[config.mk]
export PLATFORM = sky130hd
export DESIGN_NAME = bsg_manycore_vcache_wh_mem_endpoint
export DESIGN_NICKNAME = d
export VERILOG_FILES = /design/src/rtl/bsg_manycore_vcache_wh_mem_pkg.sv /design/src/rtl/bsg_manycore_vcache_wh_mem_endpoint.sv
export SDC_FILE = /design/constraint.sdc
export NUM_CORES = 1
export LEC_CHECK = 0
export BUFFER_PORTS_ARGS = -buffer_cell sky130_fd_sc_hd__buf_2
export CORE_ASPECT_RATIO = 2
export CORE_MARGIN = 3
export CORE_UTILIZATION = 50
export CTS_CLUSTER_SIZE = 20
export DETAILED_ROUTE_END_ITERATION = 6
export GPL_ROUTABILITY_DRIVEN = 0
export PLACE_DENSITY_LB_ADDON = 0.08
export SYNTH_ARGS = -nofsm -noshare
export SYNTH_HDL_FRONTEND = slang
export SYNTH_SLANG_ARGS = --single-unit
[constraint.sdc]
create_clock -name clk_i -period 5.3 [get_ports clk_i]
set_clock_uncertainty 0.1 [all_clocks]
set_input_delay 0 -clock clk_i [delete_from_list [all_inputs] [get_ports clk_i]]
set_output_delay 0 -clock clk_i [all_outputs]
set_load 0.01 [all_outputs]
[src/rtl/bsg_manycore_vcache_wh_mem_pkg.sv]
`default_nettype none
// ======================================================================
// Package : bsg_manycore_vcache_wh_mem_pkg
// Shared header layout, FSM states and limits for the vcache wh endpoint.
// Rev     : 1.0
// ======================================================================

// Header flit layout, LSB first: dest, len, cid, write_not_read, src, pad.
`define DECLARE_BSG_VCACHE_WH_MEM_HDR_S(flit_width_mp, cord_width_mp, len_width_mp, cid_width_mp) \
  typedef struct packed { \
    logic [flit_width_mp-2*cord_width_mp-len_width_mp-cid_width_mp-2:0] pad; \
    logic [cord_width_mp-1:0]                                           src_cord; \
    logic                                                               write_not_read; \
    logic [cid_width_mp-1:0]                                            cid; \
    logic [len_width_mp-1:0]                                            len; \
    logic [cord_width_mp-1:0]                                           dest_cord; \
  } bsg_vcache_wh_mem_hdr_s

package bsg_manycore_vcache_wh_mem_pkg;

  typedef enum logic [2:0] {
    e_recv_hdr  = 3'd0,
    e_recv_addr = 3'd1,
    e_write     = 3'd2,
    e_read      = 3'd3,
    e_send_hdr  = 3'd4
  } e_wh_mem_state_t;

  localparam int c_max_outstanding_reads = 2;

endpackage

`default_nettype wire

[src/rtl/bsg_manycore_vcache_wh_mem_endpoint.sv]
`default_nettype none
// ======================================================================
// Module : bsg_manycore_vcache_wh_mem_endpoint
// Terminates vcache DMA wormhole packets against a word-wide memory port.
// Rev    : 1.0
// ======================================================================
module bsg_manycore_vcache_wh_mem_endpoint
  import bsg_manycore_vcache_wh_mem_pkg::*;
  #(parameter int wh_flit_width_p  = 32
  , parameter int wh_cord_width_p  = 7
  , parameter int wh_len_width_p   = 4
  , parameter int wh_cid_width_p   = 5
  , parameter int mem_addr_width_p = 28
  , parameter int burst_len_p      = 8
  , parameter int my_cord_p        = 0
  )
  (input  logic                        clk_i
  , input  logic                        reset_i
  , input  logic [wh_flit_width_p+1:0]  wh_link_sif_i
  , output logic [wh_flit_width_p+1:0]  wh_link_sif_o
  , output logic                        mem_v_o
  , output logic                        mem_w_o
  , output logic [mem_addr_width_p-1:0] mem_addr_o
  , output logic [wh_flit_width_p-1:0]  mem_data_o
  , input  logic                        mem_ready_i
  , input  logic                        mem_data_v_i
  , input  logic [wh_flit_width_p-1:0]  mem_data_i
  , output logic                        mem_data_yumi_o
  );

  `DECLARE_BSG_VCACHE_WH_MEM_HDR_S(wh_flit_width_p, wh_cord_width_p, wh_len_width_p, wh_cid_width_p);

  localparam int c_cnt_width  = $clog2(burst_len_p+1);
  localparam int c_flit_bytes = wh_flit_width_p/8;

  typedef logic [c_cnt_width-1:0]      cnt_t;
  typedef logic [mem_addr_width_p-1:0] addr_t;

  logic                        w_in_v, w_out_ready, w_in_ready, w_out_v;
  logic [wh_flit_width_p-1:0]  w_in_data, w_out_data;
  bsg_vcache_wh_mem_hdr_s      w_hdr_in, w_resp_hdr;
  logic                        w_unused;

  e_wh_mem_state_t             state_q;
  logic [wh_cord_width_p-1:0]  src_q;
  logic [wh_cid_width_p-1:0]   cid_q;
  logic                        wnr_q;
  addr_t                       addr_q;
  cnt_t                        req_cnt_q, resp_cnt_q;

  cnt_t                        w_outstanding_raw, w_outstanding;
  logic                        w_req_avail;

  assign w_in_v      = wh_link_sif_i[wh_flit_width_p+1];
  assign w_out_ready = wh_link_sif_i[wh_flit_width_p];
  assign w_in_data   = wh_link_sif_i[wh_flit_width_p-1:0];
  assign w_hdr_in    = bsg_vcache_wh_mem_hdr_s'(w_in_data);

  assign wh_link_sif_o = {w_out_v, w_in_ready, w_out_data};

  // The incoming dest/len fields are implied by the link and the packet type.
  assign w_unused = ^{w_hdr_in.pad, w_hdr_in.dest_cord, w_hdr_in.len};

  if (mem_addr_width_p < wh_flit_width_p) begin : g_addr_hi_sink
    logic unused_addr_hi;
    assign unused_addr_hi = ^w_in_data[wh_flit_width_p-1:mem_addr_width_p];
  end

  always_comb begin
    w_resp_hdr                = '0;
    w_resp_hdr.dest_cord      = src_q;
    w_resp_hdr.len            = wh_len_width_p'(burst_len_p);
    w_resp_hdr.cid            = cid_q;
    w_resp_hdr.write_not_read = 1'b0;
    w_resp_hdr.src_cord       = wh_cord_width_p'(my_cord_p);
  end

  // In-flight reads are capped so the memory needs at most two response slots.
  assign w_outstanding_raw = req_cnt_q - resp_cnt_q;
  assign w_outstanding     = (w_outstanding_raw > cnt_t'(c_max_outstanding_reads))
                           ? cnt_t'(c_max_outstanding_reads) : w_outstanding_raw;
  assign w_req_avail       = (req_cnt_q < cnt_t'(burst_len_p))
                           && (w_outstanding < cnt_t'(c_max_outstanding_reads));

  assign mem_addr_o = addr_q + addr_t'(req_cnt_q) * addr_t'(c_flit_bytes);
  assign mem_data_o = w_in_data;

  always_comb begin
    w_in_ready      = 1'b0;
    w_out_v         = 1'b0;
    w_out_data      = '0;
    mem_v_o         = 1'b0;
    mem_w_o         = 1'b0;
    mem_data_yumi_o = 1'b0;
    unique case (state_q)
      e_recv_hdr, e_recv_addr: w_in_ready = 1'b1;
      e_write: begin
        w_in_ready = mem_ready_i;
        mem_v_o    = w_in_v;
        mem_w_o    = 1'b1;
      end
      e_send_hdr: begin
        w_out_v    = 1'b1;
        w_out_data = w_resp_hdr;
      end
      e_read: begin
        w_out_v         = mem_data_v_i;
        w_out_data      = mem_data_i;
        mem_v_o         = w_req_avail;
        mem_data_yumi_o = mem_data_v_i & w_out_ready;
      end
      default: ;
    endcase
    if (reset_i) begin
      w_in_ready      = 1'b0;
      w_out_v         = 1'b0;
      mem_v_o         = 1'b0;
      mem_data_yumi_o = 1'b0;
    end
  end

  always_ff @(posedge clk_i) begin
    if (reset_i) begin
      state_q    <= e_recv_hdr;
      src_q      <= '0;
      cid_q      <= '0;
      wnr_q      <= 1'b0;
      addr_q     <= '0;
      req_cnt_q  <= '0;
      resp_cnt_q <= '0;
    end
    else begin
      unique case (state_q)
        e_recv_hdr: if (w_in_v) begin
          src_q   <= w_hdr_in.src_cord;
          cid_q   <= w_hdr_in.cid;
          wnr_q   <= w_hdr_in.write_not_read;
          state_q <= e_recv_addr;
        end
        e_recv_addr: if (w_in_v) begin
          addr_q     <= w_in_data[mem_addr_width_p-1:0];
          req_cnt_q  <= '0;
          resp_cnt_q <= '0;
          state_q    <= wnr_q ? e_write : e_send_hdr;
        end
        e_write: if (w_in_v & mem_ready_i) begin
          req_cnt_q <= req_cnt_q + cnt_t'(1);
          if (req_cnt_q == cnt_t'(burst_len_p-1))
            state_q <= e_recv_hdr;
        end
        e_send_hdr: if (w_out_ready) state_q <= e_read;
        e_read: begin
          if (mem_v_o & mem_ready_i)
            req_cnt_q <= req_cnt_q + cnt_t'(1);
          if (mem_data_yumi_o) begin
            resp_cnt_q <= resp_cnt_q + cnt_t'(1);
            if (resp_cnt_q == cnt_t'(burst_len_p-1))
              state_q <= e_recv_hdr;
          end
        end
        default: state_q <= e_recv_hdr;
      endcase
    end
  end

  always_ff @(posedge clk_i) begin
    if (!reset_i)
      assert (!mem_data_v_i || (state_q == e_read));
  end

endmodule

`default_nettype wire

# After elaboration in Yosys (flattened, before gate mapping)
# Cells that the tools add are included.
# W data, S select, Z words.
[word_totals]
register_bits = 52
latchBits = 0
ramBits = 0
romBits = 0
inputBits = 70
output_inout_bits = 97
elab_cells = 67
mem_count = 0
[classes]
addsub = 4
mul = 0
div = 0
order_cmp = 3
n_eq_ne = 14
n_shift = 0
n_mux = 26
bitwise = 3
reduce_logical = 10
[ops]
columns = ["cell", "count"]
rows = [
  ["$pmux W32 S2", 1],
  ["$add A28 B6 Y28", 1],
  ["$mux W3", 8],
  ["$mux W4", 5],
  ["$ne A2 B2 Y1 const B", 8],
  ["$pmux W3 S5", 1],
  ["$pmux W4 S3", 1],
  ["$add A4 B1 Y4 const B", 2],
  ["$eq A4 B3 Y1 const B", 2],
  ["$pmux W4 S2", 1],
  ["$reduce_and A7 Y1", 1],
  ["$eq A3 B2 Y1 const B", 2],
  ["$mux W1", 6],
  ["$pmux W1 S2", 3],
  ["$gt A4 B2 Y1 const B", 1],
  ["$lt A4 B2 Y1 const B", 1],
  ["$lt A4 B4 Y1 const B", 1],
  ["$reduce_and A2 Y1", 2],
  ["$reduce_and A4 Y1", 1],
  ["$sub A4 B4 Y4", 1],
  ["$and A1 B1 Y1", 3],
  ["$eq A3 B1 Y1 const B", 1],
  ["$eq A3 B3 Y1 const B", 1],
  ["$logic_not A3 Y1", 1],
  ["other kinds (5)", 5],
]

# Logic depth before layout (Yosys ltp)
# Gate-level depths: netlist of run 1.
[depth]
ltp_word = 10
ltp_mapped = 9
ltp_nobuf = 9

# Worst setup path after synthesis of run 1
# OpenSTA, ideal clock, no wires.
[synth_timing]
path_type = "register -> output"
startpoint = "register req_cnt_q[0]"
endpoint = "output mem_addr_o[10]"
arrival_time_ps = 2063
required_ps = 5200
setup_slack_ps = 3137
path_stages_with_launch = 9
n_path_buf = 0
path_cell_list = "dfxtp_1 -> ha_1 -> inv_1 -> fa_1 -> nand2b_1 -> a21boi_0 -> o21a_1 -> and4_1 -> xor2_1"
[synth_between]
elab_chain_len = 1
[synth_rtl]
columns = ["element", "line", "text"]
rows = [
  ["start, declared", "bsg_manycore_vcache_wh_mem_endpoint.sv:49", "cnt_t req_cnt_q, resp_cnt_q;"],
  ["start signal, assigned", "bsg_manycore_vcache_wh_mem_endpoint.sv:147", "req_cnt_q <= req_cnt_q + cnt_t'(1);"],
  ["start signal, assigned", "bsg_manycore_vcache_wh_mem_endpoint.sv:154", "req_cnt_q <= req_cnt_q + cnt_t'(1);"],
  ["$add A28 B6 Y28", "bsg_manycore_vcache_wh_mem_endpoint.sv:85", "assign mem_addr_o = addr_q + addr_t'(req_cnt_q) * addr_t'(c_flit_bytes);"],
  ["end, declared", "bsg_manycore_vcache_wh_mem_endpoint.sv:23", ", output logic [mem_addr_width_p-1:0] mem_addr_o"],
]
# Every way passes these cells.

# Worst setup path after layout of run 1
# Same ends and word-level chain as after synthesis.

==> flow_summary_export.csv, run 1 <==
group,metric,value,unit
power,cellPowerDensity,249.9,mW/mm^2
detailed_routing,first_pass_iters,4,
synth,avgSynthCellArea,7.566,um^2
synth,synthMostInstantiatedCell,"nand2_1",
cells_and_area,layout.nets,666,
hold_path,hp-class,"in -> reg",
cts,cts_num_sinks,52,
synth,synth_fp_nets,529,
flow_run,maxCapViolCount,0,
power,clockPowerShare,0.331,
floorplan,die_h,122.4,um
detailed_routing,drc,0,
synth,syn_inst,448,
sta,worst_pin_slew,1.077,ns
cells_and_area,drive_gt1_frac,0.2952,
cts,ctsResizeCount,0,
cts,htree_levels,2,
cts,cts_buffers,5,
cts,insertion_delay,0.29,ns
synth,yosysUniqueCellTypes,49,
setup_path,required,5.20,ns
cells_and_area,area_delta_synth_final,29.68,%
global_route,grt_pass1_vias,3369,
sta,setup_tns,0,ns
global_route,grt_pass1_wl,15540,um
synth,ys_top_cells_by_count,"nand2_1, dfxtp_1, a21oi_1, buf_4, and3_1",
sta,max_freq,358.1,MHz
sta,hold_viol,0,
cells_and_area,finalInstanceArea,0.004395,mm^2
power,share_seq_of_total_power,0.420,
hold_path,holdPathStages,4,
synth,async_flop_share,0,
synth,synth-seq-area-share,0.3071,
floorplan,coreArea,0.006464,mm^2
setup_path,r2r-start,"state_q[0]$_SDFFE_PP0P_",
power,ir_drop,0.2784,mV
setup_path,critical_path.max_fanout,5,
cells_and_area,antenna_cells,0,
global_route,antenna_found_initial,0,
power,p_comb_frac,0.248,
detailed_routing,viasPerCell,5.310,
floorplan,die_w,64.22,um
cells_and_area,num-fill-cells,618,
cts,tritoncts,"built",
sta,grt_setup_unrepaired,"false",
power,swShare,0.3056,
placement,dpl.cell_count,632,
detailed_routing,routedWlPerCell,14.85,um
hold_path,min_to,"req_cnt_q[2]$_SDFFE_PP0P_",
cts,clockBufferDepth,2,
power,p_sw,335.6,uW
setup_path,r2r_end,"req_cnt_q[3]$_SDFFE_PP0P_",
floorplan,ios,167,
synth,yosys_most_used_dff,"dfxtp_1",
setup_path,critPathKind,"reg -> out",
placement,place_area,0.003911,mm^2
sta,drv_slew,0,
setup_path,critPathArrivalTime,2.69,ns
floorplan,fp-row-count,41,
hold_path,min_from,"mem_ready_i",
detailed_routing,routed_wl,9982,um
synth,syn_area,0.003390,mm^2
setup_path,r2r_setup_slack,2.73,ns
sta,fin_crit,2.793,ns
detailed_routing,vias,3568,
outcome,status,"finished, final reports clean",
synth,synth_edf_count,0,
synth,synth_area_leaders,"dfxtp_1, nand2_1, buf_4, a21oi_1, and3_1",
cts,clk_pin_slew,0.06,ns
setup_path,startpoint_type,"flop",
power,p_leak,2.179,nW
power,p_int,762.6,uW
synth,synth_seq_cells,52,
sta,max_slew_margin,0.2822,
global_route,overflow,0,
detailed_routing,drtIter0Drc,127,
sta,setup_viol,0,
synth,yosys.area.top_type,"dfxtp_1",
synth,yosys_warnings,0,
cells_and_area,instances_no_fill,672,
placement,port_buffers,158,
floorplan,die_area,0.007863,mm^2
global_route,grt_max_degree,54,
placement,hpwlAfterDp,7117,um
global_route,grt.total_usage,0.2503,
setup_path,rr_worst_depth,4,
sta,fin_crit_sh,0.5269,
setup_path,worstSetupEndpointType,"output port",
cts,root_buffer,"clkbuf_16",
synth,synth_top_area_share,0.3071,
floorplan,initial_core_util,0.5244,
detailed_routing,drtAntennaViolNets,0,
[state kept, by name, indices dropped and copies added (netlist names)]
register	count
src_q	7
resp_cnt_q	4
req_cnt_q	4
cid_q	5
state_q	3
addr_q	28
wnr_q	1
[worst max-delay path by stage]
stage | start | end | slack (ns) | depth (start not counted)
floorplan | req_cnt_q[0]$_SDFFE_PP0P_ | mem_addr_o[10] | 3.14 | 8
global placement | state_q[0]$_SDFFE_PP0P_ | req_cnt_q[3]$_SDFFE_PP0P_ | 2.81 | 4
detailed placement | state_q[0]$_SDFFE_PP0P_ | req_cnt_q[3]$_SDFFE_PP0P_ | 2.72 | 4
CTS | req_cnt_q[0]$_SDFFE_PP0P_ | mem_addr_o[10] | 2.50 | 9
global route | req_cnt_q[0]$_SDFFE_PP0P_ | mem_addr_o[10] | 2.33 | 9
finish | req_cnt_q[0]$_SDFFE_PP0P_ | mem_addr_o[10] | 2.51 | 9
[power by group through the flow]
stage	Combinational [mW]	Clock, mW	Sequential, mW
final	0.273	0.364	0.462
after global routing	0.303	0.387	0.468
after CTS	0.273	0.372	0.462
after detailed placement	0.253	0	0.471
after global placement	0.249	0	0.469
after floorplan	0.196	0	0.449
[critical path, stage by stage, from the launching register on]
cell	delay, ns
dfxtp_1	0.40
ha_1	0.21
inv_1	0.06
fa_1	0.39
nand2b_1	0.16
a21boi_0	0.41
o21a_1	0.26
and4_1	0.22
xor2_1	0.15
buf_2	0.15
[layout by cell type (no fill, tap or decap), types with 9 or more instances in the layout]
cell type / synthesis / layout
buf_2: 9 / 158
nand2_1: 95 / 95
dfxtp_1: 52 / 52
a21oi_1: 49 / 49
dlygate4sd3_1: 0 / 32
and3_1: 26 / 26
nor2_1: 19 / 18
xnor2_1: 18 / 18
inv_1: 13 / 13
a22o_1: 12 / 12
nand3_1: 10 / 10
nor3_1: 10 / 10
xor2_1: 9 / 9
ha_1: 9 / 9
[timing repair]
item,CTS,global route
setup buffers,0,0
hold buffers,32,0
hold endpoints to repair,45,0
[cell type report]
class	instances	area, um^2	area share
inverter	13	48.80	0.01110
sequential	52	1041	0.2368
multi-input combinational	321	1908	0.4341
timing repair buffer	192	1126	0.2562
tap	86	107.6	0.02448
clock buffer	6	128.9	0.02932
clock inverter	2	35.03	0.007970
[routing by layer]
metal | vias up | routed length, um | part of all wire | track usage
met1 | 1673 | 3697 | 0.37 | 0.2547
met4 | 0 | 280 | 0.028 | 0.1046
met5 | - | 0 | 0 | 0
met3 | 20 | 520 | 0.052 | 0.04396
li1 | 1758 | - | - | -
met2 | 117 | 5483 | 0.55 | 0.4861
[metrics by stage]
step | worst slack, ns | power [mW] | utilization | hold slack, ns
5_1_grt | 2.333 | 1.157 | 0.6800 | 0.08194
2_1_floorplan | 3.137 | 0.6448 | - | -0.008235
6_report | 2.507 | 1.098 | 0.6800 | 0.04817
3_3_place_gp | 2.812 | 0.7181 | 0.6051 | -0.09993
4_1_cts | 2.503 | 1.107 | 0.6800 | 0.04184
3_5_place_dp | 2.717 | 0.7237 | 0.6051 | -0.09993
[cells by family (layout without fill, tap and decap cells)]
group	after synthesis	after routing	share of synthesized area
AND/OR/NAND/NOR	194	194	0.2758
AO/OA/AOI/OAI	87	87	0.1654
XOR/XNOR	27	27	0.06977
flip-flops	52	52	0.3071
multiplexers	2	2	0.006275
buffers and inverters	75	213	0.1307
adder cells (fa/ha/maj)	11	11	0.04504
(Power assumes the default switching activity.)
==> run 2: changes to the inputs <==
Settings changed: CORE_UTILIZATION 50 to 47.
Clock period 5.3 ns to 2.65 ns, I/O delays scaled along.
==> run 2 against run 1 <==
Setup slack got worse by 2.3 ns; worst hold slack got worse by 0.021 ns; via count decreased by 0.64%; register-to-register slack got worse by 2.4 ns.
==> flow_summary_export.csv, run 2 (same netlist as run 1, synthesis figures left out) <==
group,metric,value,unit
sta,fin_crit_sh,0.9258,
sta,worst_pin_slew,0.6131,ns
global_route,met3_usage,0.03568,
setup_path,worstSetupEndpointType,"output port",
cells_and_area,area_delta_synth_final,31.82,%
global_route,grt_pass1_vias,3501,
power,p_leak,2.203,nW
hold_path,min_from,"mem_ready_i",
sta,grt_setup_unrepaired,"false",
floorplan,die_w,66.05,um
setup_path,cp_cell_sequence,"ha_4 -> inv_1 -> fa_2 -> nand2b_1 -> a21boi_1 -> buf_4 -> o211ai_1 -> nor3_2 -> xor2_1 -> buf_2",
cells_and_area,top_register,"addr_q",
global_route,met2_usage,0.4503,
floorplan,coreArea,0.006994,mm^2
setup_path,r2r-start,"resp_cnt_q[2]$_SDFFE_PP0P_",
power,ir_drop,0.5353,mV
setup_path,cp-startpoint,"req_cnt_q[0]$_SDFFE_PP0P_",
setup_path,critPathArrivalTime,2.35,ns
setup_path,startpoint_type,"flop",
cts,postCtsSetupRepairBufs,0,
cts,cts_buffers,5,
hold_path,hp-class,"in -> reg",
global_route,busiest_layer,"met2",
sta,setup_tns,0,ns
floorplan,die_h,126.1,um
floorplan,die_area,0.008329,mm^2
cts,clockBufferDepth,2,
placement,port_buffers,158,
detailed_routing,drc,0,
detailed_routing,routed_wl,9844,um
sta,max_slew_margin,0.5908,
cts,insertion_delay,0.29,ns
cells_and_area,antenna_cells,0,
setup_path,r2r_setup_slack,0.32,ns
sta,setup_viol,0,
global_route,grt_max_degree,53,
sta,max_freq,407.6,MHz
detailed_routing,viasPerCell,5.190,
setup_path,critical_path.max_fanout,5,
detailed_routing,routedWlPerCell,14.41,um
global_route,gr-usage-met1,0.2492,
detailed_routing,vias,3545,
setup_path,critical_path_buf_inv_count,3,
cts,cts_num_sinks,52,
detailed_routing,drtIter0Drc,187,
cells_and_area,drive_gt1_frac,0.3170,
cts,htree_levels,2,
global_route,grt.total_usage,0.2376,
cells_and_area,postLayoutCoreUtil,0.6388,
global_route,antenna_found_initial,0,
floorplan,fp-row-count,43,
cts,root_buffer,"clkbuf_16",
cts,clk_pin_slew,0.06,ns
global_route,grt_pass1_wl,15810,um
setup_path,required,2.55,ns
cts,tritoncts,"built",
detailed_routing,drtAntennaViolNets,0,
flow_run,maxCapViolCount,0,
global_route,overflow,0,
setup_path,crit_family,"adder cells",
floorplan,ios,167,
cells_and_area,layout.nets,673,
outcome,status,"finished, final reports clean",
cells_and_area,reg_top3,"addr_q: 28 flops, src_q: 7 flops, cid_q: 5 flops",
cells_and_area,largest_reg_flops,28,
placement,hpwlAfterDp,7144,um
floorplan,initial_core_util,0.4846,
setup_path,crit_path_max_incr_delay,0.37,ns
setup_path,critPathKind,"reg -> out",
cells_and_area,final_common_cell,"buf_2",
power,cellPowerDensity,477.1,mW/mm^2
sta,fin_crit,2.453,ns
setup_path,crit_slowest_cell,"dfxtp_4",
cells_and_area,final_cell_mix,"buf_2, nand2_1, a21oi_1, dfxtp_1, dlygate4sd3_1",
sta,hold_viol,0,
sta,drv_slew,0,
detailed_routing,first_pass_iters,4,
run 2: changes by cell type in the layout (fill, tap and decap cells not counted), sizes merged:
cell and change:
bufinv -1, buf +7, clkinvlp +1
run 2: repair_timing:
item / in CTS / in global routing
endpoints found under the setup margin: 0 / 11
hold endpoints to repair: 45 / 0
resized for setup: 0 / 11
hold buffers: 32 / 0
run 2: metal layers:
layer / wire [um] / part of all wire
met4: 236 / 0.024
met3: 496 / 0.050
met5: 0 / 0
met1: 3679 / 0.37
met2: 5432 / 0.55
run 2: report_power, final:
part / switching, mW / internal (mW)
combinational: 0.321 / 0.252
clock: 0.292 / 0.353
sequential: 0.0709 / 0.844
run 2: path summary, 6_finish.rpt:
kind	to	depth (start not counted)
setup / recovery	mem_addr_o[20]	10
hold / removal	req_cnt_q[2]$_SDFFE_PP0P_	4
setup reg to reg	req_cnt_q[3]$_SDFFE_PP0P_	7
hold reg to reg	addr_q[1]$_SDFFE_PP0P_	2
run 2: cell type report:
type                    instances  area (um^2)
well taps                      90        112.6
multi-input cells             321         1936
repair buffers                199         1179
flip-flops and latches         52         1047
inverters                      13        48.80
fillers                       640         2526
clock inverters                 2        16.27
clock buffers                   6        128.9
run 2: worst min-delay path, stage by stage:
cell,delay [ns]
buf_2,0.13
o2111ai_1,0.07
o41ai_1,0.09
a21oi_2,0.10
run 2: stage by stage:
step                setup WS, ns  cells  hold WS [ns]  instance area (um^2)  power (mW)
floorplan                 0.4866    448     -0.008235                  3390       1.290
finish                    0.1967    683       0.02671                  4468       2.132
detailed placement        0.3479    643      -0.09993                  3969       1.462
global placement          0.3862    643      -0.09993                  3969       1.452
CTS                   0.00001066    683       0.01712                  4434       2.142
global route             0.03008    683       0.03884                  4468       2.249
